--- config.mk ---
export PLATFORM = sky130hd
export DESIGN_NAME = pc_run_ctrl
export DESIGN_NICKNAME = d
export VERILOG_FILES = /design/src/rtl/pc_run_ctrl.sv
export SDC_FILE = /design/constraint.sdc
export NUM_CORES = 1
export LEC_CHECK = 0
export BUFFER_PORTS_ARGS = -buffer_cell sky130_fd_sc_hd__buf_2
export CORE_AREA = 2 2 99 101
export CTS_BUF_LIST = sky130_fd_sc_hd__clkbuf_4 sky130_fd_sc_hd__clkbuf_8 sky130_fd_sc_hd__clkbuf_16
export CTS_CLUSTER_SIZE = 16
export DETAILED_ROUTE_END_ITERATION = 16
export DIE_AREA = 0 0 101 103
export PLACE_DENSITY = 0.8
export SYNTH_ARGS = -nofsm -noshare
export SYNTH_HDL_FRONTEND = slang
export SYNTH_SLANG_ARGS = --single-unit
--- constraint.sdc ---
create_clock -name clk_i -period 6.9 [get_ports clk_i]
set_clock_uncertainty 0.1 [all_clocks]
set_input_delay 0.69 -clock clk_i [delete_from_list [all_inputs] [get_ports clk_i]]
set_output_delay 0.69 -clock clk_i [all_outputs]
set_load 0.01 [all_outputs]
--- src/rtl/pc_run_ctrl.sv ---
// Run/halt controller that gates CPU advance on PC limit, breakpoints, step budget and stop/clear requests.
// Optional macro PC_RUN_CTRL_BP_EN builds the NUM_BP breakpoint comparators; undefined leaves bp ports unused.
//
// state | meaning
// IDLE  | after reset or clear; waits for start_i
// RUN   | CPU may advance (run_en_o gated by hit checks)
// HALT  | stopped; halt_cause_o holds the reason until start_i or clr_i

module pc_run_ctrl #(
   parameter int PC_W   = 32,
   parameter int NUM_BP = 4,
   parameter int STEP_W = 16
) (
   input  logic                   clk_i,
   input  logic                   rst_i,
   input  logic                   start_i,
   input  logic                   stop_i,
   input  logic                   clr_i,
   input  logic [1:0]             mode_i,
   input  logic [STEP_W-1:0]      step_cnt_i,
   input  logic [PC_W-1:0]        limit_i,
   input  logic [PC_W-1:0]        pc_i,
   input  logic [NUM_BP*PC_W-1:0] bp_addr_i,
   input  logic [NUM_BP-1:0]      bp_en_i,
   output logic                   run_en_o,
   output logic                   pc_clr_o,
   output logic [1:0]             state_o,
   output logic [2:0]             halt_cause_o,
   output logic [31:0]            retired_o
);

   typedef enum logic [1:0] {
      ST_IDLE = 2'b00,
      ST_RUN  = 2'b01,
      ST_HALT = 2'b10
   } state_t;

   localparam logic [2:0] CAUSE_NONE  = 3'd0;
   localparam logic [2:0] CAUSE_LIMIT = 3'd1;
   localparam logic [2:0] CAUSE_BP    = 3'd2;
   localparam logic [2:0] CAUSE_STEP  = 3'd3;
   localparam logic [2:0] CAUSE_BUDGET = 3'd4;
   localparam logic [2:0] CAUSE_STOP  = 3'd5;

   localparam logic [1:0] MODE_STEP    = 2'b01;
   localparam logic [1:0] MODE_COUNTED = 2'b10;

   state_t              r_state;
   logic [2:0]          r_cause;
   logic [31:0]         r_retired;
   logic [STEP_W-1:0]   r_remaining;
   logic                r_bud_en;
   logic                r_bud_step;
   logic                r_bp_mask;
   logic                r_pc_clr;
   logic                r_clr_q;

   logic                w_limit_hit;
   logic                w_bp_hit;
   logic                w_bp_act;
   logic                w_run_en;
   logic                w_bud_last;
   logic                w_unused_limit;

   assign w_limit_hit    = (pc_i[PC_W-1:2] == limit_i[PC_W-3:0]);
   assign w_unused_limit = ^limit_i[PC_W-1:PC_W-2];

`ifdef PC_RUN_CTRL_BP_EN
   logic [NUM_BP-1:0] w_bp_match;

   for (genvar k = 0; k < NUM_BP; k++) begin : g_bp
      assign w_bp_match[k] = bp_en_i[k] && (bp_addr_i[k*PC_W +: PC_W] == pc_i);
   end

   assign w_bp_hit = |w_bp_match;
`else
   logic w_unused_bp;

   assign w_bp_hit    = 1'b0;
   assign w_unused_bp = ^{bp_addr_i, bp_en_i};
`endif

   // The first RUN cycle ignores breakpoints so a resume executes the halting PC.
   assign w_bp_act   = w_bp_hit && !r_bp_mask;
   assign w_run_en   = (r_state == ST_RUN) && !w_limit_hit && !w_bp_act && !stop_i && !clr_i;
   assign w_bud_last = r_bud_en && (r_remaining == STEP_W'(1));

   always_ff @(posedge clk_i or posedge rst_i) begin
      if (rst_i) begin
         r_state     <= ST_IDLE;
         r_cause     <= CAUSE_NONE;
         r_retired   <= '0;
         r_remaining <= '0;
         r_bud_en    <= 1'b0;
         r_bud_step  <= 1'b0;
         r_bp_mask   <= 1'b1;
         r_pc_clr    <= 1'b0;
         r_clr_q     <= 1'b0;
      end else begin
         r_clr_q  <= clr_i;
         r_pc_clr <= clr_i && !r_clr_q;

         if (w_run_en && (r_retired != 32'hFFFF_FFFF)) begin
            r_retired <= r_retired + 32'd1;
         end

         if (clr_i) begin
            r_state     <= ST_IDLE;
            r_cause     <= CAUSE_NONE;
            r_retired   <= '0;
            r_remaining <= '0;
            r_bud_en    <= 1'b0;
            r_bp_mask   <= 1'b1;
         end else if (stop_i) begin
            if (r_state != ST_HALT) begin
               r_state <= ST_HALT;
               r_cause <= CAUSE_STOP;
            end
         end else if (start_i && (r_state != ST_RUN)) begin
            r_bp_mask <= 1'b1;
            r_cause   <= CAUSE_NONE;
            if (mode_i == MODE_COUNTED) begin
               r_bud_en    <= 1'b1;
               r_bud_step  <= 1'b0;
               r_remaining <= step_cnt_i;
               if (step_cnt_i == '0) begin
                  r_state <= ST_HALT;
                  r_cause <= CAUSE_BUDGET;
               end else begin
                  r_state <= ST_RUN;
               end
            end else if (mode_i == MODE_STEP) begin
               r_bud_en    <= 1'b1;
               r_bud_step  <= 1'b1;
               r_remaining <= STEP_W'(1);
               r_state     <= ST_RUN;
            end else begin
               r_bud_en    <= 1'b0;
               r_bud_step  <= 1'b0;
               r_remaining <= '0;
               r_state     <= ST_RUN;
            end
         end else if (r_state == ST_RUN) begin
            r_bp_mask <= 1'b0;
            if (w_limit_hit) begin
               r_state <= ST_HALT;
               r_cause <= CAUSE_LIMIT;
            end else if (w_bp_act) begin
               r_state <= ST_HALT;
               r_cause <= CAUSE_BP;
            end else if (w_run_en && r_bud_en) begin
               r_remaining <= r_remaining - STEP_W'(1);
               if (w_bud_last) begin
                  r_state <= ST_HALT;
                  r_cause <= r_bud_step ? CAUSE_STEP : CAUSE_BUDGET;
               end
            end
         end
      end
   end

   assign run_en_o     = w_run_en;
   assign pc_clr_o     = r_pc_clr;
   assign state_o      = r_state;
   assign halt_cause_o = r_cause;
   assign retired_o    = r_retired;

endmodule

Yosys cells after proc, flatten, opt, wreduce, memory -nomap -nowiden
Index checks and enable logic that the tools add are counted.
{"block": "totals", "mem_count": 0, "input_bits": 219, "reg_bits": 57, "latchBits": 0, "romBits": 0, "mem_bits_rw": 0}
{"block": "op_classes", "n_lt_le_gt_ge": 0, "n_mul": 0, "reduce_logical": 24, "n_addsub": 2, "div": 0, "n_bitwise": 2, "n_mux": 37, "eq_ne": 11, "n_shift": 0}
{"op": "16-bit 2-to-1 mux", "count": 7}
{"op": "32-bit 2-to-1 mux", "count": 2}
{"op": "3-bit 2-to-1 mux", "count": 11}
{"op": "32-bit by 1-bit adder with 32-bit output (second input constant)", "count": 1}
{"op": "32-bit inequality test (second input constant)", "count": 1}
{"op": "30-bit == test", "count": 1}
{"op": "2-bit 2-to-1 mux", "count": 10}
{"op": "16-bit by 1-bit == test with 1-bit output (second input constant)", "count": 1}
{"op": "16-bit zero test", "count": 1}
{"op": "16-bit by 1-bit subtractor with 16-bit output (second input constant)", "count": 1}
{"op": "5-bit nonzero test", "count": 2}
{"op": "1-bit logical AND", "count": 8}
{"op": "4-bit AND reduction", "count": 2}
{"op": "1-bit 2-to-1 mux", "count": 7}
{"op": "3-bit nonzero test", "count": 2}
{"op": "2-bit by 1-bit == test with 1-bit output (second input constant)", "count": 2}
{"op": "1-bit zero test", "count": 4}
{"op": "2-bit by 1-bit inequality test with 1-bit output (second input constant)", "count": 2}
{"op": "2-bit nonzero test", "count": 2}
{"op": "4-bit nonzero test", "count": 1}
{"op": "3-bit by 1-bit inequality test with 1-bit output (second input constant)", "count": 1}
{"op": "3-bit by 2-bit inequality test with 1-bit output (second input constant)", "count": 1}
{"op": "3-bit AND reduction", "count": 1}
{"op": "2-bit == test (second input constant)", "count": 1}
{"op": "3 further kinds", "count": 4}

Depth between registers and ports, before layout
{"block": "logic_depth", "word_depth": 12, "ltp_mapped": 9, "ltp_nobuf": 8}

Worst setup path before layout
No wires, ideal clock.
{"block": "synth_path", "path_type": "input to output", "startpoint": "input limit_i[4]", "endpoint": "output run_en_o", "t_arrival_ns": 2.076, "setup_slack_ns": 4.034, "cell_stages": 7, "path_cell_list": "xor2_1 > nor4_1 > nand4_1 > o21ai_0 > buf_2 > buf_2 > nor2_1"}
{"block": "synth_between", "elab_chain_len": 5}
{"item": "start, declared", "line_no": "21", "rtl": "input logic [PC_W-1:0] limit_i,"}
{"item": "30-bit == test", "line_no": "65", "rtl": "assign w_limit_hit = (pc_i[PC_W-1:2] == limit_i[PC_W-3:0]);"}
{"item": "1-bit zero test", "line_no": "85", "rtl": "assign w_run_en = (r_state == ST_RUN) && !w_limit_hit && !w_bp_act && !stop_i && !clr_i;"}
{"item": "1-bit logical AND (3 in series)", "line_no": "85"}
{"item": "end, declared", "line_no": "25", "rtl": "output logic run_en_o,"}
Every way passes these cells.

Final worst setup path
{"block": "layout_path", "startpoint": "input limit_i[22]", "endpoint": "register r_remaining[8]"}
{"block": "layout_between", "elab_chain_len": 8, "elab_cells_between_ends": 9, "cone_classes": "2 x eq/ne; 7 x reduce/logical"}
{"item": "30-bit == test *", "line_no": "65"}
{"item": "1-bit zero test", "line_no": "85"}
{"item": "1-bit logical AND (3 in series)", "line_no": "85"}
{"item": "1-bit logical AND", "line_no": "151", "rtl": "end else if (w_run_en && r_bud_en) begin"}
{"item": "3-bit nonzero test (no line)"}
{"item": "4-bit AND reduction (no line) *"}
{"item": "end signal, assigned", "line_no": "125", "rtl": "r_remaining <= step_cnt_i;"}
{"item": "end signal, assigned", "line_no": "152", "rtl": "r_remaining <= r_remaining - STEP_W'(1);"}
{"item": "end, declared", "line_no": "51", "rtl": "logic [STEP_W-1:0] r_remaining;"}
Every way passes the cells marked *; elsewhere a longest branch is shown, timed or not.
A chain may end at the register's enable or synchronous reset.

==> flow_summary.json <==
{
  "status": "complete, no violations",
  "max-vdd-ir-drop_uv": 82.3,
  "cp-end-kind": "flip-flop",
  "crit_slowest_cell": "o21bai_1",
  "dieArea_mm2": 0.0104,
  "syn_nets": 677,
  "synth.distinct_cells": 60,
  "dp_hpwl_mm": 8.45,
  "grt_pass1_wl_mm": 18.3,
  "grt_usage": 0.222,
  "cts_tree": "done",
  "syn2layout_area_growth_pct": 21.6,
  "synth_edf_count": 0,
  "clk_latency_ns": 0.34,
  "finalMaxSlewViolations": 0,
  "syn_inst": 453,
  "die_x_um": 101,
  "placeableCoreArea_mm2": 0.00946,
  "crit_arrival_ns": 3.63,
  "final_nets": 789,
  "numCtsBuffers": 9,
  "hold_viol": 0,
  "final_area_mm2": 0.00478,
  "cts_resized": 0,
  "cts_htree_levels": 3,
  "cts_setup_buffers": 0,
  "gp_congestion": 0.919,
  "async_flop_share": 1.00,
  "fin_setup_tns_ns": 0,
  "synthMuxAreaShare": 0.0363,
  "synth-seq-area-share": 0.363,
  "rsz0062_at_grt": "no",
  "synth_compound_gate_area_share": 0.197,
  "grt_pass1_vias": 3813,
  "p_leak_uw": 0.00219,
  "min_period_ns": 3.52,
  "synthTopCellsByCount": "dfrtp_1 (57), nor2_1 (40), nand2_1 (36), a21oi_1 (34), xor2_1 (31)",
  "ant_nets": 0,
  "grt_overflow": 0,
  "startpoint_type": "input pin",
  "timing.slew.headroom": 0.0875,
  "regArea_mm2": 0.00143,
  "grt_antenna_before_repair": 0,
  "clock_tree.root_cell": "clkbuf_8",
  "synth_top_family_by_area": "simple AND/OR/NAND/NOR gates",
  "maxCapViolCount": 0,
  "dr.pass1.iters": 5,
  "viasPerCell": 5.98,
  "placed_area_mm2": 0.00458,
  "power.density_mw_per_mm2": 191,
  "synth_top_cell_by_area": "dfrtp_1",
  "path_clk_slew_ns": 0.07,
  "syn_avg_cell_area_um2": 8.68,
  "yosys.cell_count.top_type": "dfrtp_1",
  "crit_path_max_incr_delay_ns": 1.16,
  "final-setup-viol-count": 0,
  "crit_path_cell_trace": "buf_2, xor2_1, nor4_1, nand4_1, o21bai_1, a21o_1, o21ai_0",
  "tightest_slew_ns": 1.37,
  "fp-row-count": 36,
  "crit_type": "input pin to flip-flop",
  "synth_ff_type": "dfrtp_1",
  "worstPathMaxFanout": 17,
  "fillers": 894,
  "io_buffers": 121,
  "synth_top_cell_area_share": 0.363,
  "multi_input_area_mm2": 0.00230,
  "synth_warnings": 0,
  "cts_buffer_depth": 2,
  "yosys-top-cells-area": "dfrtp_1 (36%), xor2_1 (6.9%), a21oi_1 (4.3%), nor2_1 (3.8%), nand2_1 (3.4%)",
  "synthSimpleGateAreaFrac": 0.265,
  "start_util": 0.416,
  "grt_max_degree": 58,
  "post_drt_wl_per_cell_um": 16.9,
  "vias": 4087,
  "ios": 258,
  "drt_iter0_drc": 348,
  "synth_seq_cells": 57,
  "netlist_area_mm2": 0.00393,
  "post-route-period-util": 0.510,
  "die_y_um": 103,
  "synth_xor_area_frac": 0.0690,
  "hold_buffers": 0,
  "hold_path_class": "flip-flop to flip-flop",
  "drive_gt1_frac": 0.295,
  "totalWireLength_mm": 11.6,
  "clock_sink_count": 57,
  "timing.fmax_mhz": 284,
  "synthAdderAreaFrac": 0.0159,
  "drc": 0,
  "crit_required_ns": 7.01
}
## per-layer routing
metal  wire (um)  share of wire  vias to the layer above  GRT usage
met5           0              0                        -          0
met4         121          0.010                        0     0.0572
met3         956          0.082                       14     0.0508
met2        5610           0.48                      210      0.375
met1        4900           0.42                     1927      0.289
li1            -              -                     1936          -
## critical path, delay by kind of cell
kind / cells / cell delay [ns]
and+or+nand+nor: 2 / 0.87
AOI/OAI and AO/OA: 3 / 1.80
buffers and inverters: 1 / 0.10
xor gates and xnor gates: 1 / 0.15
## where the power goes
group          internal (uW)  switching, uW  leakage [uW]
clock                    187            139      0.000106
sequential               356           20.5      0.000775
combinational           83.6            127       0.00131
total                    627            286       0.00219
## path summary, 6_finish.rpt
kind | from | to | slack [ns] | cells past startpoint
min in group asynchronous | rst_i | retired_o[14] | 0.44 | 3
max in group asynchronous | rst_i | retired_o[18] | 5.74 | 3
worst max register to register | state_o[1] | r_remaining[7] | 3.94 | 6
worst min-delay path | r_clr_q | pc_clr_o | 0.29 | 1
worst min register to register | r_clr_q | pc_clr_o | 0.29 | 1
worst max-delay path | limit_i[22] | r_remaining[8] | 3.38 | 7
## flip-flops by register name, indices dropped and copies added (netlist names)
signal        cells
retired_o        32
r_remaining      16
halt_cause_o      3
state_o           2
pc_clr_o          1
r_bud_en          1
r_bud_step        1
r_clr_q           1
## placed cells by master (no fill, tap or decap), types with 4 or more instances in the layout
master / Yosys / layout
buf_4: 0 / 4
nor4_2: 4 / 4
dfrtp_1: 57 / 57
nand3_1: 13 / 13
or3_1: 6 / 6
clkbuf_8: 0 / 11
xor2_1: 31 / 31
mux2_2: 6 / 6
o22ai_1: 8 / 8
nand2_1: 36 / 36
buf_2: 8 / 121
nor3_1: 8 / 8
o31ai_1: 11 / 11
nand4_1: 16 / 16
a32oi_1: 4 / 4
a21oi_1: 34 / 34
and4_1: 4 / 4
nor4_1: 13 / 13
ha_1: 5 / 5
or4_1: 15 / 15
nor2b_1: 5 / 5
o211ai_1: 4 / 4
and3_1: 10 / 10
o21ai_0: 15 / 14
a31oi_1: 13 / 13
inv_1: 20 / 19
nor2_1: 40 / 40
## final cells by class
cell class,count,area share
inverters,20,0.0157
clock buffers,12,0.0332
diodes,1,0.000523
multi-input cells,352,0.481
well taps,114,0.0298
repair buffers,125,0.133
clock inverters,3,0.00837
flip-flops and latches,57,0.298
## cells by family after synthesis
kind of cell	count (synthesis)
AO/OA/AOI/OAI	119
multiplexers	12
flip-flops	57
XOR/XNOR	31
buffers and inverters	44
adder cells (fa/ha/maj)	5
AND/OR/NAND/NOR	185
## through the flow
stage	instances	hold WS, ns	utilization	power, uW	worst slack (ns)
global placement	668	0.276	0.484	580	3.12
CTS	683	0.293	0.505	914	3.37
floorplan	453	0.273	-	519	4.03
finish	684	0.292	0.505	914	3.38
detailed placement	668	0.283	0.484	589	3.08
global route	683	0.317	0.505	957	3.31
Note: power is estimated with default switching activity, not from simulation.
